## src/rtl/gpr_file.sv

```systemverilog
// General-purpose register file: WB write sink, two bypassed decode read ports,
// and a load-pending scoreboard that raises a RAW stall on outstanding loads.
module gpr_file #(
    parameter int DATA_WIDTH = 32,
    parameter int ADDR_WIDTH = 5,
    parameter int NUM_REGS   = 32
) (
    input  logic                  cpu_clk,
    input  logic                  cpu_rstn,
    input  logic [DATA_WIDTH-1:0] wr_data_wb,
    input  logic                  wr_valid_wb,
    input  logic [ADDR_WIDTH-1:0] rd_wb,
    input  logic                  wb_is_load,
    input  logic                  load_issue,
    input  logic [ADDR_WIDTH-1:0] load_rd,
    input  logic                  flush,
    input  logic [ADDR_WIDTH-1:0] rs1_addr,
    input  logic                  rs1_used,
    input  logic [ADDR_WIDTH-1:0] rs2_addr,
    input  logic                  rs2_used,
    output logic [DATA_WIDTH-1:0] rs1_data,
    output logic [DATA_WIDTH-1:0] rs2_data,
    output logic                  raw_stall,
    output logic [ADDR_WIDTH:0]   load_pend_cnt
);

    logic [DATA_WIDTH-1:0] regs_q [NUM_REGS];
    logic [NUM_REGS-1:0]   pend_q, pend_d;
    logic [ADDR_WIDTH:0]   cnt_q, cnt_d;
    logic                  wb_wr, wb_ld_ret;
    logic                  stall1, stall2;

    assign wb_wr     = wr_valid_wb && (rd_wb != '0);
    assign wb_ld_ret = wb_wr && wb_is_load;

    // Clear is applied before set so a same-cycle reissue to the same register keeps the bit.
    always_comb begin
        pend_d = pend_q;
        if (flush) begin
            pend_d = '0;
        end else begin
            if (wb_ld_ret)
                pend_d[rd_wb] = 1'b0;
            if (load_issue && (load_rd != '0))
                pend_d[load_rd] = 1'b1;
        end
        pend_d[0] = 1'b0;
    end

    always_comb begin
        cnt_d = '0;
        for (int unsigned i = 0; i < NUM_REGS; i++)
            cnt_d = cnt_d + (ADDR_WIDTH+1)'(pend_d[i]);
    end

    always_ff @(posedge cpu_clk or negedge cpu_rstn) begin
        if (!cpu_rstn) begin
            for (int unsigned i = 0; i < NUM_REGS; i++)
                regs_q[i] <= '0;
        end else if (wb_wr) begin
            regs_q[rd_wb] <= wr_data_wb;
        end
    end

    always_ff @(posedge cpu_clk or negedge cpu_rstn) begin
        if (!cpu_rstn) begin
            pend_q <= '0;
            cnt_q  <= '0;
        end else begin
            pend_q <= pend_d;
            cnt_q  <= cnt_d;
        end
    end

    always_comb begin
        rs1_data = regs_q[rs1_addr];
        if (rs1_addr == '0)
            rs1_data = '0;
        else if (wr_valid_wb && (rd_wb == rs1_addr))
            rs1_data = wr_data_wb;
    end

    always_comb begin
        rs2_data = regs_q[rs2_addr];
        if (rs2_addr == '0)
            rs2_data = '0;
        else if (wr_valid_wb && (rd_wb == rs2_addr))
            rs2_data = wr_data_wb;
    end

    // Load data landing this cycle reaches decode through the bypass, so it releases the stall.
    always_comb begin
        stall1 = rs1_used && (rs1_addr != '0) && pend_q[rs1_addr]
                 && !(wr_valid_wb && wb_is_load && (rd_wb == rs1_addr));
        stall2 = rs2_used && (rs2_addr != '0) && pend_q[rs2_addr]
                 && !(wr_valid_wb && wb_is_load && (rd_wb == rs2_addr));
    end

    assign raw_stall     = stall1 || stall2;
    assign load_pend_cnt = cnt_q;

endmodule

```

## config.mk

```make
export PLATFORM = sky130hd
export DESIGN_NAME = gpr_file
export DESIGN_NICKNAME = d
export VERILOG_FILES = /design/src/rtl/gpr_file.sv
export SDC_FILE = /design/constraint.sdc
export NUM_CORES = 2
export LEC_CHECK = 0
export ABC_AREA = 0
export CAP_MARGIN = 20
export CORE_UTILIZATION = 45
export CTS_BUF_LIST = sky130_fd_sc_hd__clkbuf_4
export DETAILED_ROUTE_END_ITERATION = 8
export PLACE_DENSITY_LB_ADDON = 0.12
export SYNTH_ARGS = -nofsm -noshare
export SYNTH_HDL_FRONTEND = slang
export SYNTH_SLANG_ARGS = --single-unit
```

## constraint.sdc

```tcl
create_clock -name cpu_clk -period 5.4 [get_ports cpu_clk]
set_input_delay 1.08 -clock cpu_clk [delete_from_list [all_inputs] [get_ports cpu_clk]]
set_output_delay 1.08 -clock cpu_clk [all_outputs]
set_load 0.01 [all_outputs]
```

==> impl_metrics.ini <==
[yosys]
yosysTopAreaCellShare_pct = 45.87
yosys.area_share.simple_pct = 2.717
synth-main-ff-cell = dfrtp_1
muxShareOfSynthArea_pct = 41.55
synth_xor_area_share_pct = 0.1967
synth_area_leaders = dfrtp_1 (46%), mux2_2 (20%), mux4_2 (19%), mux2i_1 (2.3%), clkbuf_1 (1.3%)
synth_compound_area_share_pct = 4.801
synthArstFlopShare_pct = 100.0
synth_top_area_cell = dfrtp_1
synth-adder-area-share_pct = 0.9467
synth_edf_count = 0
yosysMostFrequentCell = dfrtp_1
ys_ff_latch = 1061
synth_common_cells = dfrtp_1 (1061), mux2_2 (1053), mux4_2 (482)
ys_types = 60
synth_seq_area_share_pct = 45.87
synth_warnings = 0
netlist_instances = 3945
synth_area_um2 = 57890
avgSynthCellArea_um2 = 14.67
synth_top_family_by_area = multiplexers
syn_nets = 4035

[layout]
multiInputGateArea_um2 = 29500
final_layout_size_suffix_gt1_share_pct = 54.85
syn_to_final_growth_pct = 14.55
fin_nets = 4355
fillCellCount = 11030
seq_area_um2 = 26550
final_core_util_pct = 52.00

[clocking]
cts_made_buffers = 314
path_clk_slew_ns = 0.07
clk_latency_ns = 1.22
tritoncts = yes
clock_path_buffers = 4
clock-sinks = 1061
clock-root-buffer = clkbuf_4
cts.htree.levels = 5

[power]
netSwitchingPower_uw = 6580
p_int_uw = 16320
power_density_nw_per_um2 = 345.3
ir_drop_mv = 0.2103
p_comb_share_pct = 21.7
switching_share_pct = 28.73
power_uw = 22900
clockPowerShare_pct = 32.7
p_leak_uw = 0.02889
seq_power_share_pct = 45.6

[floorplanning]
num_rows = 131
io_pins = 131
coreArea_um2 = 127500
dieHeight_um = 360.7
die_w_um = 360.7
start_util_pct = 45.39
dieArea_um2 = 130100

[routing]
drt_first_pass_iters = 5
wl_um = 204800
drtAntennaViolNets = 0
avgViaCountPerCell = 6.434
num_vias = 39450
route.detailed.drc = 0
post_drt_wl_per_cell_um = 33.40
drt-initial-drc-count = 3714

[timing]
grt_setup_unrepaired = yes
setup_slack_ns = 0.04419
fmax_mhz = 186.7
fin_skew_ns = 0.04855
slew_headroom_pct = 23.25
finalSetupViolCount = 0
hold_ws_ns = 0.2998
setup_tns_ns = 0
period_needed_ns = 5.356
drv_slew = 0
post-route-period-util_pct = 99.18
tightest_slew_ns = 1.151
finalHoldViolCount = 0

[setup_path]
cp.arrival_ns = 6.50
crit_path_top_delay_cell = fa_1
crit_path_start = rd_wb[1]
endpoint_kind = flop
critPathBufInv = 3
path_cells = clkbuf_2 -> or3b_4 -> buf_12 -> nor2_4 -> nand2_2 -> a22oi_2 -> or2_4 -> fa_1 -> fa_1 -> fa_1 -> fa_1 -> fa_1 -> inv_1 -> fa_1 -> fa_2 -> fa_2 -> a21o_1 -> a21oi_2 -> xnor2_1
cp_max_fo = 3
path_class = primary input to flop
cp-start-kind = primary input
crit_top_cell = fa_1
crit_path_max_incr_delay_ns = 0.58
critPathTopFamily = adder cells
r2r-start = pend_q[4]$_DFF_PN0_
crit_required_ns = 6.55

[global_route]
first_global_vias = 41280
grt-ovfl-total = 0
grt_max_degree = 117
grtUsageTotal_pct = 31.88
grt_antenna_before_repair = 9
grt_pass1_wl_um = 297900

[placement]
place_ws_ns = -1.519
port_buffers = 130
dp_hpwl_um = 116800
gp_congestion = 0.9044

[status]
outcome = finished clean

[min_path]
hold_class = primary input to flop
hp-start = load_rd[4]

[job]
maxCapViolCount = 0
path summary, 6_finish.rpt:
| kind | to | slack (ns) | depth (start not counted) |
|---|---|---|---|
| hold / removal | pend_q[25]$_DFF_PN0_ | 0.30 | 3 |
| min in group asynchronous | regs_q[314]$_DFFE_PN0P_ | 0.47 | 2 |
| setup / recovery | load_pend_cnt[4]$_DFF_PN0_ | 0.04 | 19 |
| hold reg to reg | regs_q[1015]$_DFFE_PN0P_ | 0.39 | 0 |
| setup reg to reg | load_pend_cnt[4]$_DFF_PN0_ | 0.17 | 14 |
| max in group asynchronous | regs_q[364]$_DFFE_PN0P_ | 3.48 | 3 |
cell usage in the layout, fill, tap and decap left out, types with 20 or more instances in the layout:
| master | Yosys | routed |
|---|---|---|
| nand2_1 | 71 | 54 |
| buf_12 | 4 | 55 |
| a22oi_1 | 97 | 89 |
| o21ai_0 | 45 | 44 |
| a21oi_1 | 22 | 20 |
| mux4_2 | 482 | 482 |
| a32o_1 | 28 | 28 |
| clkdlybuf4s50_1 | 0 | 108 |
| nor2_1 | 89 | 73 |
| inv_1 | 23 | 20 |
| mux2_2 | 1053 | 1053 |
| fa_1 | 23 | 21 |
| buf_4 | 32 | 264 |
| dfrtp_1 | 1061 | 1061 |
| clkbuf_4 | 2 | 455 |
| o22ai_1 | 81 | 81 |
| mux2i_1 | 134 | 134 |
| nor3_1 | 30 | 27 |
| clkinv_1 | 0 | 48 |
| nand3_1 | 32 | 30 |
flip-flops by register name, indices dropped and copies added, names as in the netlist:
signal	count
regs_q	1024
load_pend_cnt	6
pend_q	31
per-layer routing:
layer | track usage, % | wire (um) | up-vias
met5 | 0 | 0 | -
met4 | 13.93 | 8547 | 0
met3 | 6.265 | 13810 | 489
met2 | 50.75 | 97860 | 1657
met1 | 42.45 | 84590 | 21210
li1 | - | - | 16090
cell families after synthesis:
| family | Yosys count |
|---|---|
| xor+xnor | 13 |
| simple gates | 319 |
| buf+inv | 469 |
| mux | 1669 |
| flops | 1061 |
| compound gates | 384 |
| fa+ha+maj | 30 |
worst min-delay path, cell delays in order:
cell      delay [ns]
clkbuf_2        0.16
a32oi_1         0.15
nor2_1          0.10
area by class of cell:
| class | count | share of cell area [%] |
|---|---|---|
| Tap cell | 1662 | 3.136 |
| Sequential cell | 1061 | 40.04 |
| Clock inverter | 57 | 0.4113 |
| Inverter | 24 | 0.1359 |
| Antenna cell | 9 | 0.03396 |
| Multi-Input combinational cell | 2415 | 44.49 |
| Timing Repair Buffer | 449 | 6.598 |
| Clock buffer | 455 | 5.151 |
stage by stage:
| step | std cells | area [um^2] |
|---|---|---|
| floorplan | 3945 | 57960 |
| global placement | 5600 | 62420 |
| detailed placement | 5600 | 62420 |
| CTS | 6118 | 66190 |
| global route | 6132 | 66310 |
| finish | 6132 | 66310 |
power groups by stage:
stage               clock [uW]  sequential [uW]  combinational [uW]
floorplan                    0            10200                3600
global placement             0            10500                4890
detailed placement           0            10500                4960
CTS                       7660            10400                4980
global route              8090            10600                5300
finish                    7480            10500                4960
what timing repair did:
item / CTS / global route
gates cloned: 0 / 0
endpoints found under the hold margin: 73 / 0
setup buffers: 5 / 5
pin swaps: 8 / 22
gates resized for setup: 22 / 45
endpoints found under the setup margin: 2 / 4
hold buffers: 1 / 0
Note: power is estimated with default switching activity, not from simulation.
